<file path="src/rtl/muldiv_unit_if.sv">
// Operand, control and result bundle between the Execute stage and the HI/LO multiply/divide unit.
interface muldiv_unit_if #(
  parameter int WIDTH = 32
);
  logic             StartE;
  logic [1:0]       MdOpE;
  logic [WIDTH-1:0] data1E;
  logic [WIDTH-1:0] data2E;
  logic             WriteHiE;
  logic             WriteLoE;
  logic             ReadHiLoE;
  logic [WIDTH-1:0] HiE;
  logic [WIDTH-1:0] LoE;
  logic             BusyE;
  logic             DoneE;
  logic             StallMD;

  modport master (
    output StartE, MdOpE, data1E, data2E, WriteHiE, WriteLoE, ReadHiLoE,
    input  HiE, LoE, BusyE, DoneE, StallMD
  );

  modport slave (
    input  StartE, MdOpE, data1E, data2E, WriteHiE, WriteLoE, ReadHiLoE,
    output HiE, LoE, BusyE, DoneE, StallMD
  );
endinterface

</file>
<file path="src/rtl/muldiv_unit.sv">
// Iterative MULT/MULTU/DIV/DIVU unit owning the HI/LO registers.
// Define MULDIV_FAST_MULT_EN to compute multiplies with a single-cycle multiplier.
module muldiv_unit #(
  parameter int WIDTH = 32,
  parameter int CNT_W = 6
) (
  input  logic         clk,
  input  logic         rst_n,
  muldiv_unit_if.slave bus
);

  localparam logic [1:0] S_IDLE = 2'd0;
  localparam logic [1:0] S_RUN  = 2'd1;
  localparam logic [1:0] S_FIX  = 2'd2;

  logic [1:0]         state_q, state_d;
  logic [CNT_W-1:0]   cnt_q, cnt_d;
  logic [2*WIDTH-1:0] acc_q, acc_d;
  logic [WIDTH-1:0]   opb_q, opb_d;
  logic [WIDTH-1:0]   d1_q, d1_d;
  logic               is_div_q, is_div_d;
  logic               s1_q, s1_d;
  logic               s2_q, s2_d;
  logic               divz_q, divz_d;
  logic [WIDTH-1:0]   hi_q, hi_d;
  logic [WIDTH-1:0]   lo_q, lo_d;
  logic               busy_q, busy_d;
  logic               done_q, done_d;

  logic               signed_op, neg1, neg2;
  logic [WIDTH-1:0]   abs1, abs2;
  logic [WIDTH:0]     mul_sum;
  logic [2*WIDTH-1:0] mul_next, div_next, prod_fix;
  logic [WIDTH:0]     div_tmp;
  logic               div_ge;
  logic [WIDTH-1:0]   div_sub, quot_raw, rem_raw, quot_fix, rem_fix;
`ifdef MULDIV_FAST_MULT_EN
  logic [2*WIDTH-1:0] mul_full;
`endif

  always_comb begin
    signed_op = ~bus.MdOpE[0];
    neg1      = signed_op & bus.data1E[WIDTH-1];
    neg2      = signed_op & bus.data2E[WIDTH-1];
    abs1      = neg1 ? (~bus.data1E + 1'b1) : bus.data1E;
    abs2      = neg2 ? (~bus.data2E + 1'b1) : bus.data2E;
`ifdef MULDIV_FAST_MULT_EN
    mul_full  = {{WIDTH{1'b0}}, abs1} * {{WIDTH{1'b0}}, abs2};
`endif

    // Multiply: acc = {partial, multiplier}; add multiplicand on LSB then shift right.
    mul_sum  = {1'b0, acc_q[2*WIDTH-1:WIDTH]} + (acc_q[0] ? {1'b0, opb_q} : {(WIDTH+1){1'b0}});
    mul_next = {mul_sum, acc_q[WIDTH-1:1]};

    // Divide: acc = {remainder, dividend/quotient}; restoring shift-subtract.
    div_tmp  = {acc_q[2*WIDTH-1:WIDTH], acc_q[WIDTH-1]};
    div_ge   = (div_tmp >= {1'b0, opb_q});
    div_sub  = div_tmp[WIDTH-1:0] - opb_q;
    div_next = {(div_ge ? div_sub : div_tmp[WIDTH-1:0]), acc_q[WIDTH-2:0], div_ge};

    quot_raw = acc_q[WIDTH-1:0];
    rem_raw  = acc_q[2*WIDTH-1:WIDTH];
    prod_fix = (s1_q ^ s2_q) ? (~acc_q + 1'b1) : acc_q;
    quot_fix = (s1_q ^ s2_q) ? (~quot_raw + 1'b1) : quot_raw;
    rem_fix  = s1_q ? (~rem_raw + 1'b1) : rem_raw;
  end

  always_comb begin
    state_d  = state_q;
    cnt_d    = cnt_q;
    acc_d    = acc_q;
    opb_d    = opb_q;
    d1_d     = d1_q;
    is_div_d = is_div_q;
    s1_d     = s1_q;
    s2_d     = s2_q;
    divz_d   = divz_q;
    hi_d     = hi_q;
    lo_d     = lo_q;
    busy_d   = busy_q;
    done_d   = 1'b0;

    case (state_q)
      S_IDLE: begin
        if (bus.WriteHiE) hi_d = bus.data1E;
        if (bus.WriteLoE) lo_d = bus.data1E;
        if (bus.StartE) begin
          is_div_d = bus.MdOpE[1];
          s1_d     = neg1;
          s2_d     = neg2;
          d1_d     = bus.data1E;
          divz_d   = bus.MdOpE[1] & (bus.data2E == '0);
          cnt_d    = '0;
          busy_d   = 1'b1;
          if (bus.MdOpE[1]) begin
            opb_d   = abs2;
            acc_d   = {{WIDTH{1'b0}}, abs1};
            state_d = S_RUN;
          end else begin
`ifdef MULDIV_FAST_MULT_EN
            acc_d   = mul_full;
            state_d = S_FIX;
`else
            opb_d   = abs1;
            acc_d   = {{WIDTH{1'b0}}, abs2};
            state_d = S_RUN;
`endif
          end
        end
      end
      S_RUN: begin
        acc_d = is_div_q ? div_next : mul_next;
        cnt_d = cnt_q + 1'b1;
        if (cnt_q == CNT_W'(WIDTH-1)) state_d = S_FIX;
      end
      S_FIX: begin
        if (!is_div_q) begin
          hi_d = prod_fix[2*WIDTH-1:WIDTH];
          lo_d = prod_fix[WIDTH-1:0];
        end else if (divz_q) begin
          hi_d = d1_q;
          lo_d = '1;
        end else begin
          hi_d = rem_fix;
          lo_d = quot_fix;
        end
        busy_d  = 1'b0;
        done_d  = 1'b1;
        state_d = S_IDLE;
      end
      default: begin
        busy_d  = 1'b0;
        state_d = S_IDLE;
      end
    endcase
  end

  always_ff @(posedge clk or negedge rst_n) begin
    if (!rst_n) begin
      state_q  <= S_IDLE;
      cnt_q    <= '0;
      acc_q    <= '0;
      opb_q    <= '0;
      d1_q     <= '0;
      is_div_q <= 1'b0;
      s1_q     <= 1'b0;
      s2_q     <= 1'b0;
      divz_q   <= 1'b0;
      hi_q     <= '0;
      lo_q     <= '0;
      busy_q   <= 1'b0;
      done_q   <= 1'b0;
    end else begin
      state_q  <= state_d;
      cnt_q    <= cnt_d;
      acc_q    <= acc_d;
      opb_q    <= opb_d;
      d1_q     <= d1_d;
      is_div_q <= is_div_d;
      s1_q     <= s1_d;
      s2_q     <= s2_d;
      divz_q   <= divz_d;
      hi_q     <= hi_d;
      lo_q     <= lo_d;
      busy_q   <= busy_d;
      done_q   <= done_d;
    end
  end

  assign bus.HiE     = hi_q;
  assign bus.LoE     = lo_q;
  assign bus.BusyE   = busy_q;
  assign bus.DoneE   = done_q;
  assign bus.StallMD = busy_q & (bus.StartE | bus.ReadHiLoE | bus.WriteHiE | bus.WriteLoE);

endmodule

</file>
<file path="src/flat_wrapper.sv">
// flat-port wrapper written by rule: the top's interface ports become plain ports
module muldiv_unit_flat 
#(
  parameter int WIDTH = 32,
  parameter int CNT_W = 6
)
  (clk, rst_n, bus_StartE, bus_MdOpE, bus_data1E, bus_data2E, bus_WriteHiE, bus_WriteLoE, bus_ReadHiLoE, bus_HiE, bus_LoE, bus_BusyE, bus_DoneE, bus_StallMD);
  muldiv_unit_if #(.WIDTH(WIDTH)) bus_i ();
  input  logic clk;
  input  logic rst_n;
  input wire logic [$bits(bus_i.StartE)-1:0] bus_StartE;
  input wire logic [$bits(bus_i.MdOpE)-1:0] bus_MdOpE;
  input wire logic [$bits(bus_i.data1E)-1:0] bus_data1E;
  input wire logic [$bits(bus_i.data2E)-1:0] bus_data2E;
  input wire logic [$bits(bus_i.WriteHiE)-1:0] bus_WriteHiE;
  input wire logic [$bits(bus_i.WriteLoE)-1:0] bus_WriteLoE;
  input wire logic [$bits(bus_i.ReadHiLoE)-1:0] bus_ReadHiLoE;
  output wire logic [$bits(bus_i.HiE)-1:0] bus_HiE;
  output wire logic [$bits(bus_i.LoE)-1:0] bus_LoE;
  output wire logic [$bits(bus_i.BusyE)-1:0] bus_BusyE;
  output wire logic [$bits(bus_i.DoneE)-1:0] bus_DoneE;
  output wire logic [$bits(bus_i.StallMD)-1:0] bus_StallMD;
  assign bus_i.StartE = bus_StartE;
  assign bus_i.MdOpE = bus_MdOpE;
  assign bus_i.data1E = bus_data1E;
  assign bus_i.data2E = bus_data2E;
  assign bus_i.WriteHiE = bus_WriteHiE;
  assign bus_i.WriteLoE = bus_WriteLoE;
  assign bus_i.ReadHiLoE = bus_ReadHiLoE;
  assign bus_HiE = bus_i.HiE;
  assign bus_LoE = bus_i.LoE;
  assign bus_BusyE = bus_i.BusyE;
  assign bus_DoneE = bus_i.DoneE;
  assign bus_StallMD = bus_i.StallMD;
  muldiv_unit #(.WIDTH(WIDTH), .CNT_W(CNT_W)) u_core (.clk(clk), .rst_n(rst_n), .bus(bus_i));
endmodule
</file>
<file path="config.mk">
export PLATFORM = sky130hd
export DESIGN_NAME = muldiv_unit_flat
export DESIGN_NICKNAME = d
export VERILOG_FILES = /design/src/rtl/muldiv_unit_if.sv /design/src/rtl/muldiv_unit.sv /design/src/flat_wrapper.sv
export SDC_FILE = /design/constraint.sdc
export NUM_CORES = 1
export LEC_CHECK = 0
export BUFFER_PORTS_ARGS = -buffer_cell sky130_fd_sc_hd__buf_2
export CORE_UTILIZATION = 62
export DETAILED_ROUTE_END_ITERATION = 12
export PLACE_DENSITY_LB_ADDON = 0.05
export SLEW_MARGIN = 20
export SYNTH_ARGS = -nofsm -noshare
export SYNTH_HDL_FRONTEND = slang
export SYNTH_SLANG_ARGS = --single-unit
</file>
<file path="constraint.sdc">
create_clock -name clk -period 3.9 [get_ports clk]
set_input_delay 0.78 -clock clk [delete_from_list [all_inputs] [get_ports clk]]
set_output_delay 0.78 -clock clk [all_outputs]
set_load 0.005 [all_outputs]
</file>
### Word level (Yosys, flattened, before mapping)

Index checks and enable logic that the tools add are counted.

* memories kept: 0
* RAM bits: 0
* ROM bits: 0
* output and inout port bits: 67
* word-level logic and storage cells: 82
* register bits: 206
* latch bits: 0
* bits of input ports: 72

* $lt $le $gt $ge: 1
* shifts and indexed selects: 0
* bitwise operators: 15
* reduce and logical (&&, ||, !) cells: 10
* add/subtract/negate cells: 8
* muxes and demuxes: 28
* multiply operators: 0
* eq/ne operators: 7
* divide/modulo/power cells: 0

Operators by type and width (count)
* two-way mux 32 bit: 14
* two-way mux 64 bit: 3
* adder 32 x 1 -> 32 bit, second input constant: 4
* inverter 32 bit: 4
* case mux 32 bit (2 select lines): 2
* case mux 64 bit (2 select lines): 1
* adder 64 x 1 -> 64 bit, second input constant: 1
* inverter 64 bit: 1
* adder 32 x 33 -> 33 bit: 1
* >= comparator 33 x 32 -> 1 bit: 1
* zero test 32 bit: 1
* subtractor 32 bit: 1
* case mux 6 bit (2 select lines): 1
* AND reduction 2 bit: 6
* adder 6 x 1 -> 6 bit, second input constant: 1
* equality test 6 x 5 -> 1 bit, second input constant: 1
* two-way mux 6 bit: 1
* != test 2 bit, second input constant: 3
* AND 1 bit: 4
* two-way mux 2 bit: 2
* case mux 2 bit (2 select lines): 1
* nonzero test 2 bit: 2
* OR 1 bit: 3
* equality test 2 x 1 -> 1 bit, second input constant: 1
* 7 further kinds: 9

### Longest topological paths before layout

* word-level depth: 6
* depth in mapped cells: 14

### Least setup slack after synthesis

OpenSTA, ideal clock, no wires.

* kind: in2reg
* start: input bus_data2E[1]
* end: register u_core.acc_q[30]
* setup slack: 0.625 ns
* data required time: 3.775 ns
* data arrival time: 3.150 ns
* path buffers: 0
* stages on the path: 11
* cell sequence: inv_1 -> ha_1 -> or4b_2 -> nor4_2 -> and3b_1 -> nand2_1 -> o41ai_1 -> xor2_1 -> nor3_1 -> a31oi_1 -> a21oi_1

* word-level cells in the longest chain between the ends: 6

RTL lines
* from (decl): RTL line flat_wrapper.sv:14 `input wire logic [$bits(bus_i.data2E)-1:0] bus_data2E;`
* inverter 32 bit: RTL line muldiv_unit.sv:46 `abs2 = neg2 ? (~bus.data2E + 1'b1) : bus.data2E;`
* adder 32 x 1 -> 32 bit: RTL line muldiv_unit.sv:46
* two-way mux 32 bit: RTL line muldiv_unit.sv:46
* two-way mux 32 bit: RTL line muldiv_unit.sv:95 `if (bus.MdOpE[1]) begin`
* two-way mux 64 bit: RTL line muldiv_unit.sv:87 `if (bus.StartE) begin`
* case mux 64 bit (2 select lines): RTL line muldiv_unit.sv:83 `case (state_q)`
* to (signal assigned): RTL line muldiv_unit.sv:142 `acc_q <= '0;`
* to (signal assigned): RTL line muldiv_unit.sv:156 `acc_q <= acc_d;`
* to (decl): RTL line muldiv_unit.sv:18 `logic [2*WIDTH-1:0] acc_q, acc_d;`

Every way passes these cells. The select of a mux whose other input is x is not followed.
A chain may end at the register's enable or synchronous reset.

### Worst setup path after layout

* start: register u_core.acc_q[32]
* end: register u_core.acc_q[51]

* word-level cells in the longest chain between the ends: 4

RTL lines
* subtractor 32 bit or >= comparator 33 x 32 -> 1 bit (tied branches): RTL line muldiv_unit.sv:58, muldiv_unit.sv:57
* two-way mux 32 bit: RTL line muldiv_unit.sv:59 `div_next = {(div_ge ? div_sub : div_tmp[WIDTH-1:0]), acc_q[WIDTH-2:0], div_ge};`
* two-way mux 64 bit (*): RTL line muldiv_unit.sv:112 `acc_d = is_div_q ? div_next : mul_next;`
* case mux 64 bit (2 select lines) (*): RTL line muldiv_unit.sv:83

Every way passes the cells marked *; elsewhere a longest branch is shown, timed or not.

==> summary.txt <==
STA
  • Setup_tns: 0 ns
  • Max-slew violations: 0
  • Post-layout min period: 3.50 ns
  • Worst Clk Skew: 0.0344 ns
  • Worst-Margin Slew: 0.980 ns
  • Final setup viols: 0
  • Unrepaired setup endpoints after global routing: no
  • Rel. slew slack: 34.5%
  • Final Hold Fails: 0
  • Final Cycle Share: 89.6%
  • F_max: approximately 0.29 GHz

Worst setup path
  • CP Capture Type: flip-flop
  • Reg2reg end: u_core.acc_q[51]$_DFFE_PN0P_
  • Required time of the critical path: 4.31 ns
  • Critical Path End: u_core.acc_q[51]$_DFFE_PN0P_
  • Setup crit start: u_core.acc_q[32]$_DFFE_PN0P_
  • Critical path arrival: 3.91 ns
  • Critical path type: flip-flop to flip-flop
  • R2R cell count: 13
  • Crit Path Max Fanout: 8
  • FF-to-FF setup slack: 0.40 ns
  • Crit path launch type: flip-flop
  • Worst r2r src: u_core.acc_q[32]$_DFFE_PN0P_

Routing
  • WL per Instance: ~23 µm
  • Routed vias: between 15000 and 20000
  • DR iter-0 viols: between 2000 and 2500
  • Final WL: 61900 µm
  • Drt drc: 0
  • Vias per inst: roughly 6.7
  • First-pass DRT Iterations: 6
  • Final ANT Viol Nets: 0

Run status
  • Outcome: finished clean

Synth
  • Netlist Area Pre-Place: between 15000 and 20000 µm²
  • Synth area leaders: dfrtp_1 30%, o21ai_0 7.1%, nand2_1 6.9%
  • Register area share after synthesis: 30.2%
  • Unique cell type count in the Yosys netlist: between 80 and 90
  • Register bit count reported by yosys: just over 200
  • Gate Count Post-Synth: 2215
  • Synth Flop Type: dfrtp_1
  • Post-synth EDFFs: 0
  • Ys async rst share: 100%
  • Syn_area_per_cell: 7.70 µm²
  • Largest area contributor in the netlist: dfrtp_1
  • Yosys top cell area share: 30.2%
  • YS warnings: 0
  • Mapped Nets: about 2400

Power
  • Maximum vdd drop: a little under 0.7 mV
  • Power, Total: 17.1 mW
  • P_leak: between 8 and 9 nW
  • PD cells: 893 nW/µm²

CTS
  • H-Tree Level Count: 1
  • Worst-skew pair later-pin latency: 0.57 ns
  • Clk sinks: 206
  • CTS tree: done
  • Clk buf depth: 3
  • Cts bufs inserted: 25
  • Clock edge transition at the registers on the reported setup and hold paths: 0.06 ns
  • CTS Hold Bufs: 0
  • CTS Root Cell: clkbuf_16
  • Setup Fix Bufs, Post-CTS: 0
  • Post-cts sizing count: 0

Global route
  • Largest net degree at the start of global routing: 92
  • GR Overflow Total: 0
  • Antenna violations before repair: 1
  • Number of global-route vias before repair: 16200
  • First-pass GRT wire length: 94400 µm
  • Total GRT Usage: 43.6%

Floorplan
  • I/O pin count: 139
  • Core ar.: 27000 µm²
  • Cell Rows: 60
  • Die span in y: 168 µm
  • Starting Density: 63.2%
  • Die area: around 28000 µm²
  • Die width: around 170 µm

Run
  • Number of max-cap violations: 0

Min path
  • Hold WC Path Type: input port to async pin

Layout
  • Diode count: 0
  • Layout net count: 2442
  • Layout cells sized above 1: 13.5%
  • Area grow syn2layout: 12.6%

Placed design
  • IO buf count: roughly 140
  • Placer Congestion: ~1.0
  • Post-DP HPWL: 46700 µm
==> cell type report <==
cell class	count	area, µm²
clock inverter	10	146
tap	341	427
inverter	74	278
fill	2205	7750
multi-input combinational	1769	11000
timing repair buffer	223	1400
clock buffer	36	767
sequential	206	5160
==> cells in the final DEF, fill, tap and decap left out, types with 71 or more instances in the layout <==
| cell type | n |
|---|---|
| a21oi_1 | 182 |
| buf_2 | 136 |
| buf_4 | 81 |
| dfrtp_1 | 205 |
| inv_1 | 71 |
| nand2_1 | 313 |
| nor2_1 | 201 |
| o21ai_0 | 242 |
| xnor2_1 | 96 |
| xor2_1 | 107 |
==> Yosys cell counts, types with 11 or more instances <==
| cell type | number |
|---|---|
| o21ai_0 | 242 |
| o31ai_1 | 24 |
| a21o_1 | 24 |
| clkbuf_1 | 148 |
| o22ai_1 | 41 |
| nand2_1 | 314 |
| o221ai_1 | 12 |
| a222oi_1 | 11 |
| nand4_1 | 11 |
| a22oi_1 | 16 |
| nor4_1 | 20 |
| o21bai_1 | 11 |
| xnor2_1 | 97 |
| mux2i_1 | 55 |
| nor2b_1 | 11 |
| nor3_1 | 32 |
| a31oi_1 | 14 |
| nand3_1 | 28 |
| a211oi_1 | 21 |
| or3_1 | 17 |
| o211ai_1 | 20 |
| inv_1 | 71 |
| nand2b_1 | 13 |
| or4_1 | 16 |
| ha_1 | 69 |
| a221o_1 | 11 |
| o21a_1 | 12 |
| xor2_1 | 108 |
| dfrtp_1 | 206 |
| nor2_1 | 203 |
| a21oi_1 | 182 |
| and3_1 | 15 |
| a221oi_1 | 12 |
==> metrics by stage <==
step | utilization [%] | cells | hold WS [ns] | area (µm²) | setup WS, ns
floorplan | - | 2215 | 0.439 | 17000 | 0.625
global placement | 67.7 | 2612 | 0.452 | 18300 | 0.390
global route | 71.2 | 2659 | 0.374 | 19200 | 0.226
detailed placement | 67.7 | 2612 | 0.463 | 18300 | 0.301
finish | 71.2 | 2659 | 0.310 | 19200 | 0.404
CTS | 71.1 | 2658 | 0.333 | 19200 | 0.440
==> registers in the layout, summed over array words and instances, names as in the netlist <==
register	count
u_core.acc_q	64
u_core.bus.BusyE	1
u_core.bus.DoneE	1
u_core.bus.HiE	32
u_core.bus.LoE	32
u_core.cnt_q	6
u_core.d1_q	32
u_core.divz_q	1
u_core.is_div_q	1
u_core.opb_q	32
u_core.s1_q	1
u_core.s2_q	1
u_core.state_q	2
==> logic make-up after synthesis <==
kind of cell,after synthesis,share of synthesized area (%)
flops,206,30.2
xor+xnor,205,10.5
buf+inv,240,5.39
fa+ha+maj,71,5.30
simple gates,723,19.2
compound gates,706,25.5
mux,64,3.82
==> report_power, final <==
part / leakage, nW / total, mW / switching (mW) / internal [mW]
Sequential: 2.53 / 3.99 / 1.00 / 2.99
Combinational: 5.67 / 10.6 / 6.19 / 4.40
Clock: 0.454 / 2.57 / 0.999 / 1.57
==> metal layers <==
layer	up-vias	GRT usage, %	share of wire [%]
met4	2	22.3	5.8
met1	8456	58.7	40
li1	8062	-	-
met5	-	0	0.026
met3	170	13.0	13
met2	1055	63.3	41
==> worst max-delay path, cell delays in order, from the launching register on <==
cell and delay [ns]:
dfrtp_1 0.58, ha_1 0.29, inv_1 0.07, fa_1 0.40, nor2b_1 0.16, o31ai_1 0.13, a21oi_1 0.38, a21boi_0 0.16
buf_4 0.18, o31ai_1 0.40, a211oi_1 0.17, xnor2_1 0.15, a22oi_1 0.15, o21ai_0 0.13
==> how the worst min path moves through the flow <==
stage	cells past startpoint	to	startpoint	slack (ns)
detailed placement	2	u_core.d1_q[29]$_DFFE_PN0P_	u_core.d1_q[29]$_DFFE_PN0P_	0.46
global route	1	u_core.d1_q[22]$_DFFE_PN0P_	rst_n	0.37
finish	1	u_core.bus.HiE[26]$_DFFE_PN0P_	rst_n	0.31
global placement	1	u_core.cnt_q[5]$_DFFE_PN0P_	u_core.cnt_q[5]$_DFFE_PN0P_	0.45
CTS	1	u_core.bus.HiE[26]$_DFFE_PN0P_	rst_n	0.33
floorplan	1	u_core.cnt_q[5]$_DFFE_PN0P_	u_core.cnt_q[5]$_DFFE_PN0P_	0.44
Note: power is estimated with default switching activity, not from simulation.
